### config.mk
export PLATFORM = sky130hd
export DESIGN_NAME = uart_frame_rx
export DESIGN_NICKNAME = d
export VERILOG_FILES = /design/src/rtl/uart_frame_rx.sv
export SDC_FILE = /design/constraint.sdc
export NUM_CORES = 1
export LEC_CHECK = 0
export ABC_CLOCK_PERIOD_IN_PS = 2300
export BUFFER_PORTS_ARGS = -buffer_cell sky130_fd_sc_hd__buf_2
export CAP_MARGIN = 20
export CORE_ASPECT_RATIO = 1.5
export CORE_MARGIN = 5
export CORE_UTILIZATION = 56
export DETAILED_ROUTE_END_ITERATION = 7
export GPL_ROUTABILITY_DRIVEN = 0
export GPL_TIMING_DRIVEN = 0
export PLACE_DENSITY_LB_ADDON = 0.15
export SYNTH_ARGS = -nofsm -noshare
export SYNTH_HDL_FRONTEND = slang
export SYNTH_SLANG_ARGS = --single-unit
### constraint.sdc
create_clock -name clk -period 2.3 [get_ports clk]
set_clock_uncertainty 0.05 [all_clocks]
set_input_delay 0.46 -clock clk [delete_from_list [all_inputs] [get_ports clk]]
set_output_delay 0.46 -clock clk [all_outputs]
set_load 0.05 [all_outputs]
### src/rtl/uart_frame_rx.sv
// UART receiver for the Nano->FPGA link: oversampled bit FSM, frame parser
// [SYNC][LEN][PAYLOAD][CHK], and a payload buffer released as a valid/ready stream.
module uart_frame_rx #(
    parameter int                 CLKS_PER_BIT = 434,
    parameter int                 BITS_N       = 8,
    parameter int                 PARITY_TYPE  = 0,
    parameter logic [BITS_N-1:0]  SYNC_BYTE    = 'hA5,
    parameter int                 MAX_LEN      = 16
) (
    input  logic                           clk,
    input  logic                           rst,
    input  logic                           uart_in,
    output logic [BITS_N-1:0]              data_out,
    output logic                           valid_out,
    input  logic                           ready_in,
    output logic                           last_out,
    output logic [$clog2(MAX_LEN+1)-1:0]   frame_len,
    output logic                           busy,
    output logic                           baud_trigger,
    output logic                           err_framing,
    output logic                           err_parity,
    output logic                           err_checksum,
    output logic                           err_length,
    output logic                           err_overrun
);

    localparam int CW = (CLKS_PER_BIT > 1) ? $clog2(CLKS_PER_BIT) : 1;
    localparam int BW = (BITS_N > 1) ? $clog2(BITS_N) : 1;
    localparam int AW = (MAX_LEN > 1) ? $clog2(MAX_LEN) : 1;
    localparam int LW = $clog2(MAX_LEN + 1);

    localparam logic [CW-1:0]     FULL_M1   = CW'(CLKS_PER_BIT - 1);
    localparam logic [CW-1:0]     HALF_M1   = CW'(CLKS_PER_BIT / 2 - 1);
    localparam logic [BW-1:0]     LAST_BIT  = BW'(BITS_N - 1);
    localparam logic [BITS_N-1:0] MAX_LEN_B = BITS_N'(MAX_LEN);

    typedef enum logic [2:0] {B_IDLE, B_START, B_DATA, B_PARITY, B_STOP} bit_st_t;
    typedef enum logic [1:0] {P_WAIT_SYNC, P_LEN, P_PAYLOAD, P_CHK} prs_st_t;

    // ---------------- input synchroniser ----------------
    logic [1:0] r_sync;
    logic       r_rx_prev;
    logic       w_rx;

    assign w_rx = r_sync[1];

    always_ff @(posedge clk or posedge rst) begin
        if (rst) begin
            r_sync    <= 2'b11;
            r_rx_prev <= 1'b1;
        end else begin
            r_sync    <= {r_sync[0], uart_in};
            r_rx_prev <= w_rx;
        end
    end

    // ---------------- bit FSM ----------------
    bit_st_t           r_bst, w_bst_nxt;
    logic [CW-1:0]     r_cnt;
    logic [BW-1:0]     r_bit_idx;
    logic [BITS_N-1:0] r_shift;
    logic              r_par_bad;
    logic              w_tick_half, w_tick_full, w_par_exp;
    logic              w_sample, w_byte_stb, w_frame_err, w_par_err;

    assign w_tick_half = (r_cnt == HALF_M1);
    assign w_tick_full = (r_cnt == FULL_M1);
    assign w_par_exp   = (PARITY_TYPE == 1) ? ~^r_shift : ^r_shift;

    always_ff @(posedge clk or posedge rst) begin
        if (rst) r_bst <= B_IDLE;
        else     r_bst <= w_bst_nxt;
    end

    always_comb begin
        w_bst_nxt = r_bst;
        case (r_bst)
            B_IDLE:   if (r_rx_prev && !w_rx) w_bst_nxt = B_START;
            B_START:  if (w_tick_half) w_bst_nxt = w_rx ? B_IDLE : B_DATA;
            B_DATA:   if (w_tick_full && r_bit_idx == LAST_BIT)
                          w_bst_nxt = (PARITY_TYPE != 0) ? B_PARITY : B_STOP;
            B_PARITY: if (w_tick_full) w_bst_nxt = B_STOP;
            B_STOP:   if (w_tick_full) w_bst_nxt = B_IDLE;
            default:  w_bst_nxt = B_IDLE;
        endcase
    end

    always_comb begin
        w_sample    = 1'b0;
        w_byte_stb  = 1'b0;
        w_frame_err = 1'b0;
        w_par_err   = 1'b0;
        case (r_bst)
            B_START:  w_sample = w_tick_half;
            B_DATA:   w_sample = w_tick_full;
            B_PARITY: begin
                w_sample  = w_tick_full;
                w_par_err = w_tick_full && (w_rx != w_par_exp);
            end
            B_STOP: begin
                w_sample    = w_tick_full;
                w_byte_stb  = w_tick_full && w_rx && !r_par_bad;
                w_frame_err = w_tick_full && !w_rx;
            end
            default: ;
        endcase
    end

    // Counter restarts at every sample so each bit period is measured from the last sample
    always_ff @(posedge clk or posedge rst) begin
        if (rst) begin
            r_cnt     <= '0;
            r_bit_idx <= '0;
            r_shift   <= '0;
            r_par_bad <= 1'b0;
        end else begin
            r_cnt <= (r_bst == B_IDLE || w_sample) ? '0 : r_cnt + 1'b1;
            if (r_bst == B_START) begin
                r_bit_idx <= '0;
                r_par_bad <= 1'b0;
            end
            if (r_bst == B_DATA && w_tick_full) begin
                r_shift   <= {w_rx, r_shift[BITS_N-1:1]};
                r_bit_idx <= r_bit_idx + 1'b1;
            end
            if (r_bst == B_PARITY && w_tick_full)
                r_par_bad <= (w_rx != w_par_exp);
        end
    end

    // ---------------- parse FSM ----------------
    prs_st_t           r_pst, w_pst_nxt;
    logic [LW-1:0]     r_len, r_wr_ptr;
    logic [BITS_N-1:0] r_sum;
    logic [BITS_N-1:0] w_byte;
    logic              w_abort, w_len_bad, w_drain_done, w_busy_eff;
    logic              w_buf_we, w_commit, w_chk_err, w_len_err, w_ovr_err;
    logic              r_busy, r_valid, r_last;

    assign w_byte       = r_shift;
    assign w_abort      = w_par_err | w_frame_err;
    assign w_len_bad    = (w_byte == '0) || (w_byte > MAX_LEN_B);
    assign w_drain_done = r_valid && ready_in && r_last;
    // Buffer counts as free on the cycle its last byte is taken
    assign w_busy_eff   = r_busy && !w_drain_done;

    always_ff @(posedge clk or posedge rst) begin
        if (rst) r_pst <= P_WAIT_SYNC;
        else     r_pst <= w_pst_nxt;
    end

    always_comb begin
        w_pst_nxt = r_pst;
        if (w_abort) begin
            w_pst_nxt = P_WAIT_SYNC;
        end else if (w_byte_stb) begin
            case (r_pst)
                P_WAIT_SYNC: if (w_byte == SYNC_BYTE && !w_busy_eff) w_pst_nxt = P_LEN;
                P_LEN:       w_pst_nxt = w_len_bad ? P_WAIT_SYNC : P_PAYLOAD;
                P_PAYLOAD:   if (r_wr_ptr == r_len - 1'b1) w_pst_nxt = P_CHK;
                P_CHK:       w_pst_nxt = P_WAIT_SYNC;
                default:     w_pst_nxt = P_WAIT_SYNC;
            endcase
        end
    end

    always_comb begin
        w_buf_we  = w_byte_stb && (r_pst == P_PAYLOAD);
        w_commit  = w_byte_stb && (r_pst == P_CHK) && (w_byte == r_sum);
        w_chk_err = w_byte_stb && (r_pst == P_CHK) && (w_byte != r_sum);
        w_len_err = w_byte_stb && (r_pst == P_LEN) && w_len_bad;
        w_ovr_err = w_byte_stb && (r_pst == P_WAIT_SYNC) && (w_byte == SYNC_BYTE) && w_busy_eff;
    end

    always_ff @(posedge clk or posedge rst) begin
        if (rst) begin
            r_len    <= '0;
            r_wr_ptr <= '0;
            r_sum    <= '0;
        end else if (w_byte_stb && r_pst == P_LEN) begin
            r_len    <= w_byte[LW-1:0];
            r_sum    <= w_byte;
            r_wr_ptr <= '0;
        end else if (w_buf_we) begin
            r_sum    <= r_sum + w_byte;
            r_wr_ptr <= r_wr_ptr + 1'b1;
        end
    end

    logic [BITS_N-1:0] r_buf [MAX_LEN];

    always_ff @(posedge clk) begin
        if (w_buf_we) r_buf[r_wr_ptr[AW-1:0]] <= w_byte;
    end

    // ---------------- error pulses ----------------
    logic r_err_frm, r_err_par, r_err_chk, r_err_len, r_err_ovr;

    always_ff @(posedge clk or posedge rst) begin
        if (rst) begin
            r_err_frm <= 1'b0;
            r_err_par <= 1'b0;
            r_err_chk <= 1'b0;
            r_err_len <= 1'b0;
            r_err_ovr <= 1'b0;
        end else begin
            r_err_frm <= w_frame_err;
            r_err_par <= w_par_err;
            r_err_chk <= w_chk_err;
            r_err_len <= w_len_err;
            r_err_ovr <= w_ovr_err;
        end
    end

    // ---------------- output stream ----------------
    logic [LW-1:0]     r_rd_ptr, r_frame_len;
    logic [BITS_N-1:0] r_data;

    always_ff @(posedge clk or posedge rst) begin
        if (rst) begin
            r_busy      <= 1'b0;
            r_valid     <= 1'b0;
            r_last      <= 1'b0;
            r_data      <= '0;
            r_rd_ptr    <= '0;
            r_frame_len <= '0;
        end else if (w_commit) begin
            r_busy      <= 1'b1;
            r_frame_len <= r_len;
            r_rd_ptr    <= '0;
        end else if (r_busy && (!r_valid || ready_in)) begin
            if (r_valid && r_last) begin
                r_valid <= 1'b0;
                r_last  <= 1'b0;
                r_busy  <= 1'b0;
            end else begin
                r_valid  <= 1'b1;
                r_data   <= r_buf[r_rd_ptr[AW-1:0]];
                r_last   <= (r_rd_ptr == r_frame_len - 1'b1);
                r_rd_ptr <= r_rd_ptr + 1'b1;
            end
        end
    end

    assign data_out     = r_data;
    assign valid_out    = r_valid;
    assign last_out     = r_last;
    assign frame_len    = r_frame_len;
    assign busy         = r_busy;
    assign baud_trigger = w_sample;
    assign err_framing  = r_err_frm;
    assign err_parity   = r_err_par;
    assign err_checksum = r_err_chk;
    assign err_length   = r_err_len;
    assign err_overrun  = r_err_ovr;

endmodule

Word level (Yosys, flattened, before mapping)
Memories as Yosys holds them, arrays and structs flattened. A register that Yosys moved wholly into a read port is not among the register bits.
Index checks and enable logic that the tools add are counted.
Word-level totals
  flip-flop bits (word level): 65
  memory bits (writable): 128
  input port bits: 4
  output and inout port bits: 22
  logic and storage cells: 141
  memories kept: 1
Cells by class
  add/sub/neg operators: 7
  magnitude comparators: 1
  equal/unequal tests: 24
  mux-type cells: 36
  bitwise gates (word level): 3
  reductions and logical operators: 48
Memories
  r_buf: depth 16, bits a word 8, read ports 1, clocked after Yosys merged registers in 1, wr ports 1, line 190  | logic [BITS_N-1:0] r_buf [MAX_LEN];
Operator list (count)
  $mux W5: 5
  $logic_and A1 B1 Y1: 23
  $mux W3: 7
  $mux W8: 2
  $pmux W3 S5: 1
  $mux W1: 12
  $mux W2: 6
  $ne A2 B2 Y1 const B: 6
  $reduce_bool A2 Y1: 6
  $add A5 B1 Y5 const B: 2
  $eq A5 B5 Y1: 2
  $sub A5 B1 Y5 const B: 2
  $add A9 B1 Y9 const B: 1
  $eq A9 B8 Y1 const B: 1
  $eq A9 B9 Y1 const B: 1
  $mux W9: 1
  $add A8 B8 Y8: 1
  $eq A8 B8 Y1: 1
  $eq A8 B8 Y1 const B: 1
  $gt A8 B5 Y1 const B: 1
  $logic_not A8 Y1: 1
  $ne A8 B8 Y1: 1
  $pmux W2 S4: 1
  $reduce_xor A8 Y1: 1
  19 further kinds: 33

Logic depth before layout (Yosys ltp)
  depth in word-level cells: 10
  mapped depth: 9
  gate-level depth less buffers: 9

Worst setup path after synthesis
Ideal clock, no wire load.
  kind: register -> output
  from: register r_cnt[0]
  to: output port baud_trigger
  arrival time: 2395 ps
  data required time: 1790 ps
  setup slack: -605 ps
  stages on the path, launching flop included: 8
  path buffers: 0
  path through: dfrtp_1 > inv_1 > ha_1 > nand4b_1 > nor4_1 > and3_1 > a31oi_1 > o21ai_0
On the way
  word-level cells in the longest chain between the ends: 2
  elaborated cells on any way between the ends: 3
  those cells by class: eq/ne (2); mux (1)
RTL lines
  start, declared: line 59  | logic [CW-1:0] r_cnt;
  start signal, assigned: line 117  | r_cnt <= (r_bst == B_IDLE || w_sample) ? '0 : r_cnt + 1'b1;
  $eq A9 B9 Y1 / $eq A9 B8 Y1 (equally long branches): line 67, 66
  $pmux W1 S2 *: line 93  | case (r_bst)
  end, declared: line 19  | output logic baud_trigger,
Every way passes the cells marked *; elsewhere a longest branch is shown, timed or not.

Worst setup path in the final report
Same ends and word-level chain as after synthesis.

==> flow_summary.yaml <==
placement:
  dp_hpwl_um: 13000
  portBuffers: 25
  place_area_sq_um: 9280
synthesis:
  synth_edf_count: 128
  synth_area_sq_um: 8870
  ys.flop_type: "edfxtp_1"
  yosys_register_bits: 201
  async_flop_share: 0.363
  yosysSeqAreaShare: 0.640
  synth_nets: 658
  syn_inst: 625
  synthDistinctLibCells: 59
  ys_warn_count: 0
  avgSynthCellArea_sq_um: 14.2
worst_setup_path:
  critPathRequiredTime_ps: 1790
  worstPathArrival_ps: 2050
  path_max_fanout: 3
  cp-startpoint: "r_cnt[0]"
  rrSetupSlack_ps: -100
  reg2reg_from: "r_cnt[3]"
  cp-start-kind: "flip-flop"
  r2r_cells: 8
  cp-end-kind: "output port"
  rr_endpoint: "r_buf[0][2]"
  crit_type: "reg -> out"
min_path:
  hold_end: "r_sync[0]"
  whs_path_depth: 1
  worstHoldPathType: "in -> reg"
  hp-start: "uart_in"
cells_and_area:
  nets: 742
  n_fill_cell: 1069
  final_cell_mix: "edfxtp_1, nand2_1, dfrtp_1, mux4_2, o21ai_0"
  fin_area_sq_um: 10600
  syn_to_final_growth_pct: 19.9
  mostFrequentLayoutCell: "edfxtp_1"
  drive_gt1_frac: 0.290
  antenna_cells: 0
  utilization: 0.681
clock_tree:
  ctsHtreeMaxLevel: 1
  cts_tree: "built"
  clockBufferDepth: 3
  cts-buffers-inserted: 19
  root_buffer: "clkbuf_16"
  cts.sinks: 201
  clk_pin_slew_ps: 70
  clock_latency_ps: 480
global_route:
  grt_overflow: 0
  grt_usage: 0.224
  grt_pass1_wl_um: 31800
  antenna_found_initial: 0
  grt_pass1_vias: 5793
  grt_max_degree: 38
timing:
  rsz0062_at_grt: "yes"
  fin_tns_setup_ps: -3380
  tightestPinTransition_ps: 852
  hold_viol_final: 0
  clock.fmax_mhz: 390
  timing.final.crit_share: 1.12
  finalSetupViolations: 111
  postLayoutSetupSlackWorst_ps: -265
  slew_headroom: 0.431
  period_minus_slack_ps: 2560
  final_max_slew_viol_count: 0
die:
  core_area_sq_um: 15600
  fp-row-count: 56
  dieArea_sq_um: 18500
  floorplan.initialDensity: 0.568
  die_y_um: 164
  pin_count: 26
  die_w_um: 113
pwr:
  p_sw_w: 0.00274
  power_density_nw_per_um2: 882
  peakVddDrop_v: 0.000759
  leakagePower_nw: 3.64
  swShare: 0.292
  combPwrFrac: 0.230
  clkPwrFrac: 0.329
  intPower_w: 0.00664
  p_seq_frac: 0.441
detailed_routing:
  postRouteAntennaNets: 0
  wl_per_cell_um: 22.3
  drt_iter0_drc: 384
  vias: 5466
  met3_wirelength_um: 910
  highest_layer: "met4"
  drt-total-wl_um: 20600
  via_per_inst: 5.92
  route.layer.met1.wl_um: 7400
  drc: 0
  first_pass_iters: 5
  met2_wirelength_um: 11600
run_status:
  status: "finished, violations left"
  violations: "setup timing"
job:
  cap_violations: 0
## cells in the mapped netlist (3+ instances only)
cell / instances / area share
nand4_1: 3 / 0.0021
xor2_1: 18 / 0.018
and3_1: 5 / 0.0035
mux2i_1: 3 / 0.0034
o21ai_0: 35 / 0.020
nor3b_1: 3 / 0.0025
dfrtp_1: 70 / 0.20
edfxtp_1: 128 / 0.43
a21oi_1: 11 / 0.0062
nand2_1: 63 / 0.027
mux2_2: 3 / 0.0038
mux4_2: 32 / 0.081
xnor2_1: 14 / 0.014
o211ai_1: 6 / 0.0051
o31ai_1: 3 / 0.0025
mux2_4: 8 / 0.014
nor3_1: 13 / 0.0073
nor2b_1: 6 / 0.0042
a22oi_1: 19 / 0.016
nor2_1: 38 / 0.016
clkbuf_1: 12 / 0.0051
a31oi_1: 4 / 0.0028
inv_1: 27 / 0.011
nor4_1: 4 / 0.0028
ha_1: 28 / 0.039
nand3_1: 15 / 0.0085
buf_2: 8 / 0.0045
and2_1: 4 / 0.0028
nand2b_1: 5 / 0.0035
dfstp_2: 3 / 0.0089
## worst max-delay path, stage by stage, from the launching register on
cell and delay, ps:
dfrtp_2 420, inv_2 50, ha_1 130, nand4b_1 160
nor4_4 230, and3_1 210, a31oi_1 50, o21ai_2 150
buf_6 170
## power groups by stage
stage / Clock [W] / Combinational [W] / Sequential, W
3_3_place_gp: 0 / 0.00201 / 0.00420
6_report: 0.00308 / 0.00216 / 0.00413
5_1_grt: 0.00330 / 0.00233 / 0.00416
2_1_floorplan: 0 / 0.00125 / 0.00443
4_1_cts: 0.00310 / 0.00217 / 0.00414
3_5_place_dp: 0 / 0.00204 / 0.00422
## area by class of cell
class | count | area, sq um | area share
Clock buffer | 24 | 504 | 0.0474
Multi-Input combinational cell | 373 | 3290 | 0.309
Timing Repair Buffer | 64 | 529 | 0.0498
Tap cell | 203 | 254 | 0.0239
Clock inverter | 9 | 98.8 | 0.00930
Inverter | 27 | 109 | 0.0102
Sequential cell | 201 | 5710 | 0.537
Buffer | 23 | 145 | 0.0136
## through the flow
step	setup WS, ps	total power (W)	cells	hold slack [ps]
3_5_place_dp	-786	0.00626	854	299
5_1_grt	-351	0.00979	924	16.5
2_1_floorplan	-159	0.00569	625	295
4_1_cts	-350	0.00941	916	22.8
3_3_place_gp	-655	0.00621	853	297
6_report	-265	0.00938	924	28.4
## metal layers
| metal | up-vias | GRT usage |
|---|---|---|
| met2 | 171 | 0.413 |
| met4 | 0 | 0.102 |
| met5 | - | 0 |
| met1 | 2766 | 0.260 |
| met3 | 44 | 0.0258 |
| li1 | 2485 | - |
## sequential cells by signal (all words and copies together), names as in the netlist, 2 cells and up
name and cells:
r_bst 3, r_bit_idx 3, r_wr_ptr 5, r_len 5
r_cnt 9, frame_len 5, r_pst 2, data_out 8
r_sum 8, r_shift 8, r_rd_ptr 5, r_buf 128
r_sync 2
## worst max path at each step
stage | to | slack (ps)
2_1_floorplan | r_buf[0][0] | -160
3_5_place_dp | r_buf[0][3] | -790
4_1_cts | baud_trigger | -350
3_3_place_gp | r_buf[0][4] | -660
5_1_grt | baud_trigger | -350
6_report | baud_trigger | -260
## cells by family (layout without fill, tap and decap cells)
family	count (synthesis)	in the layout	share of synthesized area
DFF	201	201	0.640
and+or+nand+nor	173	173	0.0956
AOI/OAI and AO/OA	93	93	0.0656
buffers and inverters	51	147	0.0240
muxes	46	46	0.102
xor gates and xnor gates	32	32	0.0316
adders and majority gates	29	29	0.0417
## what timing repair did
item / in CTS / in global routing
endpoints found under the hold margin: 0 / 0
gates resized for setup: 81 / 28
pin swaps: 9 / 15
setup endpoints to repair: 169 / 151
cloned: 0 / 1
hold buffers: 0 / 0
buffers inserted: 29 / 8
No activity file was read; power rests on OpenSTA's default activity.
